[config.mk]
export PLATFORM = sky130hd
export DESIGN_NAME = elevator_car_ctrl_flat
export DESIGN_NICKNAME = d
export VERILOG_FILES = /design/src/rtl/elevator_pkg.sv /design/src/rtl/elevator_car_ctrl_if.sv /design/src/rtl/elevator_timer.sv /design/src/rtl/elevator_car_ctrl.sv /design/src/flat_wrapper.sv
export SDC_FILE = /design/constraint.sdc
export NUM_CORES = 1
export LEC_CHECK = 0
export ABC_AREA = 1
export ABC_CLOCK_PERIOD_IN_PS = 3950
export CAP_MARGIN = 40
export CORE_MARGIN = 2
export CORE_UTILIZATION = 54
export CTS_CLUSTER_DIAMETER = 60
export CTS_CLUSTER_SIZE = 40
export DETAILED_ROUTE_END_ITERATION = 7
export PLACE_DENSITY_LB_ADDON = 0.15
export REMOVE_ABC_BUFFERS = 1
export SKIP_LAST_GASP = 1
export SYNTH_ARGS = -nofsm -noshare
export SYNTH_HDL_FRONTEND = slang
export SYNTH_SLANG_ARGS = --single-unit
[constraint.sdc]
create_clock -name clk -period 3.95 [get_ports clk]
set_clock_uncertainty 0.15 [all_clocks]
set_input_delay 0.79 -clock clk [delete_from_list [all_inputs] [get_ports clk]]
set_output_delay 0.79 -clock clk [all_outputs]
set_load 0.01 [all_outputs]
[src/rtl/elevator_pkg.sv]
// rtl/elevator_pkg.sv - shared types and constants for the elevator car controller
package elevator_pkg;

  typedef enum logic [1:0] {
    S_IDLE      = 2'd0,
    S_MOVING    = 2'd1,
    S_ARRIVE    = 2'd2,
    S_DOOR_OPEN = 2'd3
  } car_state_t;

  typedef logic [1:0] floor_t;

  localparam floor_t FLOOR_BOTTOM = 2'd0;
  localparam floor_t FLOOR_TOP    = 2'd3;
  localparam logic   DIR_UP       = 1'b1;
  localparam logic   DIR_DOWN     = 1'b0;

endpackage

[src/rtl/elevator_car_ctrl_if.sv]
// rtl/elevator_car_ctrl_if.sv - request/status bundle between memory manager and car controller
interface elevator_car_ctrl_if;
  import elevator_pkg::*;

  logic   OCRequest;
  logic   UDRequest;
  logic   MoveRequest;
  floor_t CurrentFloor;
  logic   UDIn;
  logic   Delay;
  logic   Moving;
  logic   DoorOpen;
  logic   Fault;

  modport master (
    output OCRequest, UDRequest, MoveRequest,
    input  CurrentFloor, UDIn, Delay, Moving, DoorOpen, Fault
  );

  modport slave (
    input  OCRequest, UDRequest, MoveRequest,
    output CurrentFloor, UDIn, Delay, Moving, DoorOpen, Fault
  );

endinterface

[src/rtl/elevator_timer.sv]
// rtl/elevator_timer.sv - loadable down-counter shared by travel and door phases
module elevator_timer #(
  parameter int WIDTH = 4
) (
  input  logic             clk,
  input  logic             rst_n,
  input  logic             load,
  input  logic [WIDTH-1:0] value,
  output logic             zero
);

  logic [WIDTH-1:0] count_q;

  // Holds at zero so the count can never underflow.
  always_ff @(posedge clk or negedge rst_n) begin
    if (!rst_n) begin
      count_q <= '0;
    end else if (load) begin
      count_q <= value;
    end else if (count_q != '0) begin
      count_q <= count_q - 1'b1;
    end
  end

  assign zero = (count_q == '0);

endmodule

[src/rtl/elevator_car_ctrl.sv]
// rtl/elevator_car_ctrl.sv - car motion and door FSM with registered status outputs
module elevator_car_ctrl
  import elevator_pkg::*;
#(
  parameter int TRAVEL_CYCLES = 16,
  parameter int DOOR_CYCLES   = 32
) (
  input logic              clk,
  input logic              rst_n,
  elevator_car_ctrl_if.slave car
);

  localparam int MAX_CYCLES = (TRAVEL_CYCLES > DOOR_CYCLES) ? TRAVEL_CYCLES : DOOR_CYCLES;
  localparam int TW         = $clog2(MAX_CYCLES + 1);
  localparam logic [TW-1:0] TRAVEL_LOAD = TW'(TRAVEL_CYCLES - 1);
  localparam logic [TW-1:0] DOOR_LOAD   = TW'(DOOR_CYCLES - 1);

  car_state_t state_q, state_d;
  floor_t     floor_q, floor_d;
  logic       ud_q, ud_d;
  logic       delay_q, moving_q, door_q, fault_q, fault_d;
  logic       tmr_load, tmr_zero, legal_move;
  logic [TW-1:0] tmr_value;

  elevator_timer #(.WIDTH(TW)) u_timer (
    .clk   (clk),
    .rst_n (rst_n),
    .load  (tmr_load),
    .value (tmr_value),
    .zero  (tmr_zero)
  );

  // Refusing terminal-floor departures is what keeps the floor from wrapping.
  assign legal_move = car.MoveRequest
                    && !(car.UDRequest == DIR_UP   && floor_q == FLOOR_TOP)
                    && !(car.UDRequest == DIR_DOWN && floor_q == FLOOR_BOTTOM);

  always_comb begin
    state_d   = state_q;
    floor_d   = floor_q;
    ud_d      = ud_q;
    fault_d   = 1'b0;
    tmr_load  = 1'b0;
    tmr_value = '0;
    case (state_q)
      S_IDLE, S_ARRIVE: begin
        if (car.OCRequest) begin
          state_d   = S_DOOR_OPEN;
          tmr_load  = 1'b1;
          tmr_value = DOOR_LOAD;
        end else if (legal_move) begin
          state_d   = S_MOVING;
          ud_d      = car.UDRequest;
          tmr_load  = 1'b1;
          tmr_value = TRAVEL_LOAD;
        end else begin
          state_d = S_IDLE;
          fault_d = car.MoveRequest;
        end
      end
      S_MOVING: begin
        if (tmr_zero) begin
          floor_d = (ud_q == DIR_UP) ? floor_q + 2'd1 : floor_q - 2'd1;
          state_d = S_ARRIVE;
        end
      end
      S_DOOR_OPEN: begin
        if (car.OCRequest) begin
          tmr_load  = 1'b1;
          tmr_value = DOOR_LOAD;
        end else if (tmr_zero) begin
          state_d = S_IDLE;
        end
      end
      default: state_d = S_IDLE;
    endcase
  end

  always_ff @(posedge clk or negedge rst_n) begin
    if (!rst_n) begin
      state_q  <= S_IDLE;
      floor_q  <= FLOOR_BOTTOM;
      ud_q     <= DIR_UP;
      delay_q  <= 1'b0;
      moving_q <= 1'b0;
      door_q   <= 1'b0;
      fault_q  <= 1'b0;
    end else begin
      state_q  <= state_d;
      floor_q  <= floor_d;
      ud_q     <= ud_d;
      delay_q  <= (state_d == S_ARRIVE);
      moving_q <= (state_d == S_MOVING);
      door_q   <= (state_d == S_DOOR_OPEN);
      fault_q  <= fault_d;
    end
  end

  assign car.CurrentFloor = floor_q;
  assign car.UDIn         = ud_q;
  assign car.Delay        = delay_q;
  assign car.Moving       = moving_q;
  assign car.DoorOpen     = door_q;
  assign car.Fault        = fault_q;

endmodule
[src/flat_wrapper.sv]
// flat-port wrapper written by rule: the top's interface ports become plain ports
module elevator_car_ctrl_flat import elevator_pkg::*;
#(
  parameter int TRAVEL_CYCLES = 16,
  parameter int DOOR_CYCLES   = 32
)
  (clk, rst_n, car_OCRequest, car_UDRequest, car_MoveRequest, car_CurrentFloor, car_UDIn, car_Delay, car_Moving, car_DoorOpen, car_Fault);
  elevator_car_ctrl_if car_i ();
  input logic clk;
  input logic rst_n;
  input wire logic [$bits(car_i.OCRequest)-1:0] car_OCRequest;
  input wire logic [$bits(car_i.UDRequest)-1:0] car_UDRequest;
  input wire logic [$bits(car_i.MoveRequest)-1:0] car_MoveRequest;
  output wire logic [$bits(car_i.CurrentFloor)-1:0] car_CurrentFloor;
  output wire logic [$bits(car_i.UDIn)-1:0] car_UDIn;
  output wire logic [$bits(car_i.Delay)-1:0] car_Delay;
  output wire logic [$bits(car_i.Moving)-1:0] car_Moving;
  output wire logic [$bits(car_i.DoorOpen)-1:0] car_DoorOpen;
  output wire logic [$bits(car_i.Fault)-1:0] car_Fault;
  assign car_i.OCRequest = car_OCRequest;
  assign car_i.UDRequest = car_UDRequest;
  assign car_i.MoveRequest = car_MoveRequest;
  assign car_CurrentFloor = car_i.CurrentFloor;
  assign car_UDIn = car_i.UDIn;
  assign car_Delay = car_i.Delay;
  assign car_Moving = car_i.Moving;
  assign car_DoorOpen = car_i.DoorOpen;
  assign car_Fault = car_i.Fault;
  elevator_car_ctrl #(.TRAVEL_CYCLES(TRAVEL_CYCLES), .DOOR_CYCLES(DOOR_CYCLES)) u_core (.clk(clk), .rst_n(rst_n), .car(car_i));
endmodule
**After elaboration in Yosys (flattened, before gate mapping)**

Cells that the tools add are included.

- Bits in registers: 15
- Output and inout bits: 7
- Logic and storage cells: 54
- Input bits: 5

- Reductions and logical operators: 14
- $add $sub $neg: 3
- Equal/unequal tests: 7
- Bitwise operators: 2
- Muxes and demuxes: 20

Operator list:

| operator | number |
|---|---|
| 2-to-1 mux 6 bit | 3 |
| case mux 6 bit (2 select lines) | 1 |
| == test 2 bit (second input constant) | 5 |
| 2-to-1 mux 2 bit | 5 |
| 2-to-1 mux 1 bit | 7 |
| zero test 6 bit | 1 |
| case mux 2 bit (3 select lines) | 1 |
| nonzero test 6 bit | 1 |
| subtractor 6 x 1 -> 6 bit (second input constant) | 1 |
| 2-to-1 mux 5 bit | 1 |
| == test 2 x 1 -> 1 bit (second input constant) | 2 |
| logical AND 1 bit | 4 |
| zero test 2 bit | 2 |
| 2-to-1 mux 4 bit | 1 |
| AND reduction 3 bit | 1 |
| adder 2 x 1 -> 2 bit (second input constant) | 1 |
| zero test 1 bit | 2 |
| inverter 1 bit | 2 |
| case mux 1 bit (2 select lines) | 1 |
| AND reduction 2 bit | 1 |
| nonzero test 2 bit | 1 |
| OR reduction 2 bit | 1 |
| subtractor 2 x 1 -> 2 bit (second input constant) | 1 |

**Logic depth before layout (Yosys ltp)**

Gate-level depths: netlist of run 1.

- Word-level depth: 9
- Depth in mapped cells: 8
- Mapped depth without buffers: 8

**By module**

A second synthesis of run 1 with hierarchy kept.

- Cells, all modules: 105
- Area, all modules: 854.6 um^2

Modules (own cells, without submodules):

| module | seq. area each (um^2) | cells an instance | area an instance (um^2) | instances |
|---|---|---|---|---|
| elevator_car_ctrl | 226.5 | 50 | 441.7 | 1 |
| elevator_timer | 150.1 | 55 | 412.9 | 1 |

**Least setup slack after synthesis of run 1**

Ideal clock, no wire load.

- Path type: input port to flip-flop
- Start: input car_UDRequest
- End: register u_core.u_timer.count_q[3]
- Buffers on the path: 0
- Required time: 3.681 ns
- Arrival time: 1.261 ns
- Library setup time: 0.119 ns
- Path slack: 2.420 ns
- Stages on the path: 5
- Path through: nand3_1 > nand3_4 > nand2_1 > nor2_1 > nand2_1

- Word-level cells in the longest chain between the ends: 8
- Elaborated cells on any way between the ends: 15
- Those cells by class: mux: 7; bitwise: 1; reduce/logical: 7

Ends and longest elaborated chain:

| item | RTL line | text |
|---|---|---|
| from (decl) | flat_wrapper.sv:12 | `input wire logic [$bits(car_i.UDRequest)-1:0] car_UDRequest;` |
| logical AND 1 bit or inverter 1 bit (tied branches) | elevator_car_ctrl.sv:35, elevator_car_ctrl.sv:36 |  |
| zero test 1 bit or logical AND 1 bit (tied branches) | elevator_car_ctrl.sv:35, elevator_car_ctrl.sv:36 |  |
| logical AND 1 bit or zero test 1 bit (tied branches) | elevator_car_ctrl.sv:35, elevator_car_ctrl.sv:36 |  |
| logical AND 1 bit * | elevator_car_ctrl.sv:36 | `&& !(car.UDRequest == DIR_DOWN && floor_q == FLOOR_BOTTOM);` |
| 2-to-1 mux 4 bit or 2-to-1 mux 1 bit (tied branches) | elevator_car_ctrl.sv:51 | `end else if (legal_move) begin` |
| 2-to-1 mux 6 bit or 2-to-1 mux 1 bit (tied branches) | elevator_car_ctrl.sv:47 | `if (car.OCRequest) begin` |
| case mux 6 bit (2 select lines) or case mux 1 bit (2 select lines) (tied branches) | elevator_car_ctrl.sv:45 | `case (state_q)` |
| 2-to-1 mux 6 bit or nonzero test 2 bit (tied branches) | -- |  |
| to (signal assigned) | elevator_timer.sv:19 | `count_q <= value;` |
| to (signal assigned) | elevator_timer.sv:21 | `count_q <= count_q - 1'b1;` |
| to (decl) | elevator_timer.sv:12 | `logic [WIDTH-1:0] count_q;` |

Every way passes the cells marked *; elsewhere a longest branch is shown, timed or not.
A chain may end at the register's enable or synchronous reset.

**Worst setup path in the final report of run 1**

- Start: register u_core.ud_q, in the netlist u_core.car.UDIn
- End: output car_UDIn

RTL lines:

| item | RTL line | text |
|---|---|---|
| from (decl) | elevator_car_ctrl.sv:20 | `logic ud_q, ud_d;` |
| from (signal assigned) | elevator_car_ctrl.sv:91 | `ud_q <= ud_d;` |
| to (decl) | flat_wrapper.sv:15 | `output wire logic [$bits(car_i.UDIn)-1:0] car_UDIn;` |

No word-level cell between the ends.

==> flow_metrics.env, run 1 <==
export IMPL_status="complete, no violations"
export IMPL_synth_area_sq_um=775.7
export IMPL_fill_cells=100
export IMPL_start_util=0.5888
export IMPL_hold_class="register to register"
export IMPL_whs_ns=0.3547
export IMPL_post_route_util=0.7066
export IMPL_crit_slowest_cell="dfstp_2"
export IMPL_clk_pin_slew_ns=0.09
export IMPL_slew_headroom=0.5809
export IMPL_p_int_mw=0.2275
export IMPL_async_reset_ff_frac=1.000
export IMPL_pwr_share_comb=0.164
export IMPL_ys_ff_latch=15
export IMPL_synth_top_cell_by_area="dfrtp_1"
export IMPL_drive_above_1_share=0.1481
export IMPL_cts_made_buffers=3
export IMPL_required_ns=3.01
export IMPL_layout_nets=115
export IMPL_clock_fmax_mhz=430.5
export IMPL_final_cell_count_no_fill=123
export IMPL_viasPerCell=5.317
export IMPL_seq_power_share=0.562
export IMPL_post_cts_buffers=0
export IMPL_seq_area_frac_synth=0.4855
export IMPL_placedCellCount=119
export IMPL_cts_hold_buf=0
export IMPL_power_density_nw_per_um2=342.3
export IMPL_die_w_um=41.90
export IMPL_routed_wl_um=1483
export IMPL_power_frac_clock=0.274
export IMPL_yosysTopAreaCellShare=0.4516
export IMPL_tightest_slew_ns=0.6267
export IMPL_syn_inst=93
export IMPL_antennaDiodeCount=0
export IMPL_fin_tns_setup_ns=0
export IMPL_ant_nets=0
export IMPL_cts_sinks=15
export IMPL_cp_cell_sequence="clkdlybuf4s50_1"
export IMPL_vdd_ir_drop_max_v=0.0003300
export IMPL_grt_overflow=0
export IMPL_slew_viol_final=0
export IMPL_synthTopCellsByArea="dfrtp_1 (45%), nand2_1 (14%), inv_1 (4.8%), nor2_1 (4.8%), nand3_1 (4.5%)"
export IMPL_dp_hpwl_um=1138
export IMPL_drt_first_pass_iters=4
export IMPL_fin_crit_sh=0.5880
export IMPL_synthTopCellsByCount="nand2_1 (28), dfrtp_1 (14), inv_1 (10), nor2_1 (10), nand3_1 (7)"
export IMPL_drt_iter0_markers=31
export IMPL_yosysMostFrequentCell="nand2_1"
export IMPL_core_area_sq_um=1318
export IMPL_fin_crit_ns=2.323
export IMPL_htreeDepth=1
export IMPL_crit_path_max_incr_delay_ns=0.56
export IMPL_drv_cap=0
export IMPL_globalplace_congestion=0.7901
export IMPL_grt_first_pass_wirelength_um=2628
export IMPL_worst_setup_path_end_kind="primary output"
export IMPL_crit_fanout=3
export IMPL_p_switching_mw=0.09115
export IMPL_rsz0062_at_grt="false"
export IMPL_ctsResizeCount=0
export IMPL_switching_share=0.2861
export IMPL_synth_edff_count=0
export IMPL_finalPower_mw=0.3186
export IMPL_grt_max_degree=16
export IMPL_drc_errors=0
export IMPL_critPathBufInv=1
export IMPL_cp_arrival_ns=1.38
export IMPL_hold_viol_final=0
export IMPL_ys_types=19
export IMPL_grtUsageTotal=0.1947
export IMPL_clockBufferDepth=2
export IMPL_pin_count=12
export IMPL_die_y_um=41.90
export IMPL_rows=13
export IMPL_crit_family="flip-flops"
export IMPL_path_class="register to primary output"
export IMPL_setup_violations=0
export IMPL_cp_start_kind="register"
export IMPL_cts_tree="built"
export IMPL_vias=654
export IMPL_port_buffers=11
export IMPL_antenna_found_initial=0
export IMPL_p_leak_nw=0.4184
export IMPL_cts_root_buf="clkbuf_4"
export IMPL_syn_avg_cell_area_sq_um=8.341
export IMPL_yosysWarningCount=0
export IMPL_wl_per_cell_um=12.06
export IMPL_insertion_delay_ns=0.28
export IMPL_area_growth_pct=20.00
export IMPL_die_area_sq_um=1756
export IMPL_synth_main_ff_cell="dfrtp_1"
export IMPL_grt_pass1_vias=632
-- layout make-up --
type	instances	area, sq um	share of cell area
multi-input combinational	66	354.1	0.3804
timing repair buffer	11	110.1	0.1183
inverter	12	45.04	0.04839
tap	15	18.77	0.02016
clock buffer	4	26.28	0.02823
sequential	15	376.6	0.4046
-- sequential cells by signal, summed over array words and instances (netlist names) --
signal and count:
u_core.car.UDIn 1, u_core.car.Delay 1, u_core.car.Moving 1, u_core.state_q 2
u_core.car.DoorOpen 1, u_core.u_timer.count_q 6, u_core.car.CurrentFloor 2, u_core.car.Fault 1
-- per-stage QoR --
stage / setup slack (ns) / instance area (sq um)
after floorplan: 2.420 / 775.7
after global placement: 1.846 / 904.6
after detailed placement: 1.837 / 904.6
after CTS: 1.622 / 930.9
after global routing: 1.614 / 930.9
final: 1.627 / 930.9
-- per-layer routing --
metal / up-vias / routed length [um] / global-route usage
met5: - / 0 / 0
met4: 0 / 6 / 0.07742
met3: 2 / 98 / 0.03478
met2: 25 / 734 / 0.3219
met1: 304 / 644 / 0.2514
li1: 323 / - / -
-- logic make-up after synthesis --
kind of cell | Yosys count | share of synthesized area
flops | 15 | 0.4855
compound gates | 3 | 0.01935
xor+xnor | 2 | 0.02258
buf+inv | 12 | 0.05807
fa+ha+maj | 1 | 0.01613
simple gates | 60 | 0.3984
-- power groups by stage --
stage	Sequential, mW	Clock [mW]	Combinational [mW]
2_1_floorplan	0.179	0	0.0348
3_5_place_dp	0.181	0	0.0517
6_report	0.179	0.0872	0.0523
5_1_grt	0.181	0.0925	0.0605
4_1_cts	0.178	0.0886	0.0529
3_3_place_gp	0.181	0	0.0494
-- cells in the final DEF, fill, tap and decap left out, types with 2 or more instances in the layout --
master / instances
xor2_1: 2
nand3_1: 7
nand3_4: 2
nor2_4: 2
clkbuf_4: 3
clkdlybuf4s50_1: 11
dfrtp_1: 14
nand2_1: 28
nor2_1: 10
nand4_1: 3
inv_2: 2
a21oi_1: 2
inv_1: 10
nor2_2: 4
-- final timing paths --
| check | from | cells after the start | end | slack (ns) |
|---|---|---|---|---|
| setup / recovery | u_core.car.UDIn | 1 | car_UDIn | 1.63 |
| hold / removal | u_core.u_timer.count_q[0] | 2 | u_core.u_timer.count_q[0] | 0.35 |
| setup reg to reg | u_core.u_timer.count_q[0] | 7 | u_core.car.Moving | 2.43 |
| hold reg to reg | u_core.u_timer.count_q[0] | 2 | u_core.u_timer.count_q[0] | 0.35 |
| max in group asynchronous | rst_n | 1 | u_core.car.Moving | 2.50 |
| min in group asynchronous | rst_n | 1 | u_core.car.CurrentFloor[0] | 0.74 |
Power figures use the tool's default switching activity.
==> inputs of run 2 (changes only) <==
--- a/config.mk
+++ b/config.mk
@@ -6,10 +6,11 @@
 export NUM_CORES = 1
 export LEC_CHECK = 0
 export ABC_AREA = 1
-export ABC_CLOCK_PERIOD_IN_PS = 3950
+export ABC_CLOCK_PERIOD_IN_PS = 2100
 export CAP_MARGIN = 40
+export CORE_ASPECT_RATIO = 0.8
 export CORE_MARGIN = 2
-export CORE_UTILIZATION = 54
+export CORE_UTILIZATION = 46
 export CTS_CLUSTER_DIAMETER = 60
 export CTS_CLUSTER_SIZE = 40
 export DETAILED_ROUTE_END_ITERATION = 7
==> constraint.sdc (replaced) <==
create_clock -name clk -period 2.1 [get_ports clk]
set_clock_uncertainty 0.15 [all_clocks]
set_input_delay 0.42 -clock clk [delete_from_list [all_inputs] [get_ports clk]]
set_output_delay 0.42 -clock clk [all_outputs]
set_load 0.01 [all_outputs]
==> run 2 against run 1 <==
Net effect: clock power increased by 89%; sequential power increased by 88%; final cell count up 6.5%; total power is 90% higher; final area is 1.9% higher; largest cell class unchanged; sequential cell count did not move; critical path type unchanged; critical endpoint unchanged; worst hold slack lost 0.071 ns; count of clock-buffer cells in the layout fell by 1; die area is 16% higher.
==> flow_metrics.env, run 2 (synthesis gave the netlist of run 1 again) <==
export IMPL_status="complete, no violations"
export IMPL_fill_cells=142
export IMPL_antenna_found_initial=0
export IMPL_ff_latch_area_sq_um=376.6
export IMPL_viasPerCell=4.695
export IMPL_slew_viol_final=0
export IMPL_clock_fmax_mhz=509.6
export IMPL_clockBufferDepth=2
export IMPL_setup_violations=0
export IMPL_die_area_sq_um=2033
export IMPL_fin_crit_sh=0.9345
export IMPL_cts_root_buf="clkbuf_4"
export IMPL_crit_family="flip-flops"
export IMPL_crit_slowest_cell="dfstp_2"
export IMPL_drc_errors=0
export IMPL_cts_made_buffers=3
export IMPL_final_cell_mix="nand2_1 (28), dfrtp_1 (14), clkdlybuf4s50_1 (11)"
export IMPL_htreeDepth=1
export IMPL_routed_wl_um=1506
export IMPL_hold_viol_final=0
export IMPL_cp_start_kind="register"
export IMPL_core_area_sq_um=1610
export IMPL_grtUsageTotal=0.1851
export IMPL_cts_sinks=15
export IMPL_cp_arrival_ns=1.39
export IMPL_drt_iter0_markers=12
export IMPL_worst_setup_path_end_kind="primary output"
export IMPL_slew_headroom=0.7414
export IMPL_grt_pass1_vias=582
export IMPL_pin_count=12
export IMPL_ctsResizeCount=0
export IMPL_required_ns=1.53
export IMPL_power_density_nw_per_um2=637.0
export IMPL_top_register="u_core.u_timer.count_q"
export IMPL_cp_cell_sequence="clkdlybuf4s50_1"
export IMPL_antennaDiodeCount=0
export IMPL_dp_hpwl_um=1212
export IMPL_hold_class="input port to asynchronous set/reset pin"
export IMPL_wl_per_cell_um=11.50
export IMPL_finalPower_mw=0.6041
export IMPL_fin_crit_ns=1.962
export IMPL_start_util=0.4817
export IMPL_critPathBufInv=1
export IMPL_r2r_end="u_core.car.Moving"
export IMPL_rows=13
export IMPL_fin_tns_setup_ns=0
export IMPL_final_common_cell="nand2_1"
export IMPL_drv_cap=0
export IMPL_die_y_um=40.73
export IMPL_largest_register_ffs=6
export IMPL_rsz0062_at_grt="false"
export IMPL_vias=615
export IMPL_worstReg2RegStart="u_core.u_timer.count_q[0]"
export IMPL_cts_hold_buf=0
export IMPL_insertion_delay_ns=0.28
export IMPL_grt_overflow=0
export IMPL_drive_above_1_share=0.1651
export IMPL_path_class="register to primary output"
export IMPL_layout_nets=116
export IMPL_ant_nets=0
export IMPL_drt_first_pass_iters=4
export IMPL_grt_max_degree=16
export IMPL_area_growth_pct=22.26
export IMPL_rr_worst_depth=7
export IMPL_crit_fanout=3
export IMPL_r2r_setup_slack_ns=0.61
export IMPL_globalplace_congestion=0.7625
export IMPL_cts_tree="built"
export IMPL_tightest_slew_ns=0.3850
export IMPL_vdd_ir_drop_max_v=0.0003759
export IMPL_die_w_um=49.91
export IMPL_grt_first_pass_wirelength_um=2573
export IMPL_post_cts_buffers=0
export IMPL_crit_path_max_incr_delay_ns=0.56
export IMPL_p_leak_nw=0.4260
export IMPL_multiInputGateArea_sq_um=354.1
export IMPL_port_buffers=11
export IMPL_clk_pin_slew_ns=0.09
## run 2: area by class of cell
type / count / share of cell area
Sequential cell: 15 / 0.3971
Multi-Input combinational cell: 66 / 0.3734
Timing Repair Buffer: 12 / 0.1240
Inverter: 12 / 0.04749
Tap cell: 22 / 0.02902
Clock buffer: 3 / 0.02375
Clock inverter: 1 / 0.005277
## run 2: worst register-to-register path, cell delays in order (launching register included)
cell     delay (ns)
dfrtp_1        0.40
inv_1          0.08
ha_1           0.27
nand2_2        0.09
nor2_2         0.15
nand2_1        0.10
nand3_1        0.11
nor2_1         0.05
## run 2: metrics by stage
stage / utilization / setup slack (ns) / area [sq um] / instances / hold slack [ns]
2_1_floorplan: - / 0.7713 / 775.7 / 93 / -0.02559
3_3_place_gp: 0.5719 / 0.3574 / 920.9 / 127 / 0.3337
3_5_place_dp: 0.5719 / 0.3394 / 920.9 / 127 / 0.3391
4_1_cts: 0.5890 / 0.1213 / 948.4 / 131 / 0.2864
5_1_grt: 0.5890 / 0.09134 / 948.4 / 131 / 0.3229
6_report: 0.5890 / 0.1376 / 948.4 / 131 / 0.2838
## run 2: where the power goes
part / switching (mW) / total (mW) / internal (mW)
registers: 0.0221 / 0.336 / 0.314
clock network: 0.0944 / 0.165 / 0.0708
logic: 0.0601 / 0.103 / 0.0427
## run 2: how the worst max path moves through the flow
stage / depth (start not counted) / end / start
floorplan: 7 / u_core.car.Moving / u_core.u_timer.count_q[0]
global placement: 6 / u_core.car.Moving / car_UDRequest
detailed placement: 6 / u_core.u_timer.count_q[3] / car_UDRequest
CTS: 1 / car_UDIn / u_core.car.UDIn
global route: 1 / car_UDIn / u_core.car.UDIn
finish: 1 / car_UDIn / u_core.car.UDIn
## run 2: layer usage
metal | vias up | global-route usage | share of wire
li1 | 325 | - | -
met1 | 279 | 0.2318 | 0.48
met2 | 9 | 0.3033 | 0.48
met3 | 2 | 0.06934 | 0.035
met4 | 0 | 0.06250 | 0.0086
met5 | - | 0 | 0
==> inputs of run 3 (changes only) <==
--- a/config.mk
+++ b/config.mk
@@ -14,6 +14,7 @@
 export CTS_CLUSTER_DIAMETER = 60
 export CTS_CLUSTER_SIZE = 40
 export DETAILED_ROUTE_END_ITERATION = 7
+export MAX_ROUTING_LAYER = met4
 export PLACE_DENSITY_LB_ADDON = 0.15
 export REMOVE_ABC_BUFFERS = 1
 export SKIP_LAST_GASP = 1
==> run 3 against run 2 <==
Net effect: combinational power is essentially flat; total power shrank 0.22%; sequential cell count is the same; count of clock-buffer cells in the layout is the same; sequential share of layout area is the same; largest cell class unchanged; utilization is the same; via count shrank 1.6%.
==> flow_metrics.env, run 3 (synthesis gave the netlist of run 1 again) <==
export IMPL_cts_made_buffers=3
export IMPL_setup_violations=0
export IMPL_grtUsageTotal=0.1908
export IMPL_p_switching_mw=0.1753
export IMPL_die_y_um=40.73
export IMPL_vdd_ir_drop_max_v=0.0003733
export IMPL_rows=13
export IMPL_dp_hpwl_um=1212
export IMPL_crit_family="flip-flops"
export IMPL_clock_fmax_mhz=509.7
export IMPL_slew_headroom=0.7376
export IMPL_pwr_share_comb=0.170
export IMPL_cts_root_buf="clkbuf_4"
export IMPL_layout_nets=116
export IMPL_start_util=0.4817
export IMPL_power_frac_clock=0.273
export IMPL_grt_overflow=0
export IMPL_ctsResizeCount=0
export IMPL_switching_share=0.2908
export IMPL_cp_start_kind="register"
export IMPL_drt_iter0_markers=12
export IMPL_grt_pass1_vias=581
export IMPL_largest_register_ffs=6
export IMPL_cp_startpoint="u_core.car.UDIn"
export IMPL_fin_ws_ns=0.1379
export IMPL_post_cts_buffers=0
export IMPL_status="complete, no violations"
export IMPL_die_w_um=49.91
export IMPL_globalplace_congestion=0.7726
export IMPL_fin_tns_setup_ns=0
export IMPL_crit_fanout=3
export IMPL_final_common_cell="nand2_1"
export IMPL_required_ns=1.53
export IMPL_drv_cap=0
export IMPL_htreeDepth=1
export IMPL_dp_slack_ns=0.3394
export IMPL_critPathBufInv=1
export IMPL_whs_ns=0.2854
export IMPL_worst_setup_path_end_kind="primary output"
export IMPL_tightest_slew_ns=0.3906
export IMPL_hold_class="input port to asynchronous set/reset pin"
export IMPL_port_buffers=11
export IMPL_wl_per_cell_um=11.42
export IMPL_antennaDiodeCount=0
export IMPL_final_cell_mix="nand2_1 (28), dfrtp_1 (14), clkdlybuf4s50_1 (11)"
export IMPL_grt_first_pass_wirelength_um=2580
export IMPL_grt_max_degree=16
export IMPL_cp_cell_sequence="clkdlybuf4s50_1"
export IMPL_routed_wl_um=1496
export IMPL_worstReg2RegStart="u_core.u_timer.count_q[0]"
export IMPL_vias=605
export IMPL_p_int_mw=0.4275
export IMPL_drc_errors=0
export IMPL_ant_nets=0
export IMPL_insertion_delay_ns=0.28
export IMPL_crit_path_max_incr_delay_ns=0.56
export IMPL_die_area_sq_um=2033
export IMPL_fin_crit_ns=1.962
export IMPL_clk_pin_slew_ns=0.09
export IMPL_cts_sinks=15
export IMPL_cts_tree="built"
export IMPL_post_route_util=0.5890
export IMPL_hold_viol_final=0
export IMPL_drive_above_1_share=0.1651
export IMPL_top_register="u_core.u_timer.count_q"
export IMPL_rsz0062_at_grt="false"
export IMPL_path_class="register to primary output"
export IMPL_pin_count=12
export IMPL_cp_arrival_ns=1.39
export IMPL_fin_crit_sh=0.9343
export IMPL_cts_hold_buf=0
export IMPL_seq_power_share=0.556
export IMPL_viasPerCell=4.618
export IMPL_antenna_found_initial=0
export IMPL_p_leak_nw=0.4260
export IMPL_clockBufferDepth=2
export IMPL_power_density_nw_per_um2=635.6
export IMPL_core_area_sq_um=1610
export IMPL_slew_viol_final=0
export IMPL_drt_first_pass_iters=4
export IMPL_area_growth_pct=22.26
export IMPL_crit_slowest_cell="dfstp_2"
## run 3: cell counts in the layout (fill, tap and decap cells not counted)
No cell type changed its count.
## run 3: final timing paths
check / depth (start not counted) / slack [ns] / endpoint
min in group clk: 2 / 0.35 / u_core.car.UDIn
worst max-delay path: 1 / 0.14 / car_UDIn
worst min register to register: 2 / 0.35 / u_core.car.UDIn
worst max register to register: 7 / 0.61 / u_core.car.Moving
worst min-delay path: 2 / 0.29 / u_core.car.CurrentFloor[0]
max in group asynchronous: 2 / 1.27 / u_core.car.UDIn
## run 3: metrics by stage
stage	power (mW)	cell area [sq um]	instances
global placement	0.4368	920.9	127
global route	0.6430	948.4	131
floorplan	0.4026	775.7	93
finish	0.6028	948.4	131
CTS	0.6120	948.4	131
detailed placement	0.4464	920.9	127
## run 3: area by class of cell
type | instances | area, sq um
sequential | 15 | 376.6
multi-input combinational | 66 | 354.1
clock buffer | 3 | 22.52
clock inverter | 1 | 5.005
inverter | 12 | 45.04
fill | 142 | 661.9
timing repair buffer | 12 | 117.6
tap | 22 | 27.53
## run 3: routing by layer
metal / up-vias / GRT usage / wire, um
met5: - / - / 0
met4: 0 / 0.06250 / 13
met3: 2 / 0.06934 / 59
met2: 8 / 0.3033 / 717
met1: 271 / 0.2318 / 705
li1: 324 / - / -
## run 3: power groups by stage
stage          logic, mW  clock network [mW]  registers (mW)
2_1_floorplan     0.0655                   0           0.337
3_3_place_gp      0.0958                   0           0.341
6_report           0.103               0.165           0.335
3_5_place_dp       0.105                   0           0.341
4_1_cts            0.105               0.171           0.336
5_1_grt            0.118               0.183           0.342
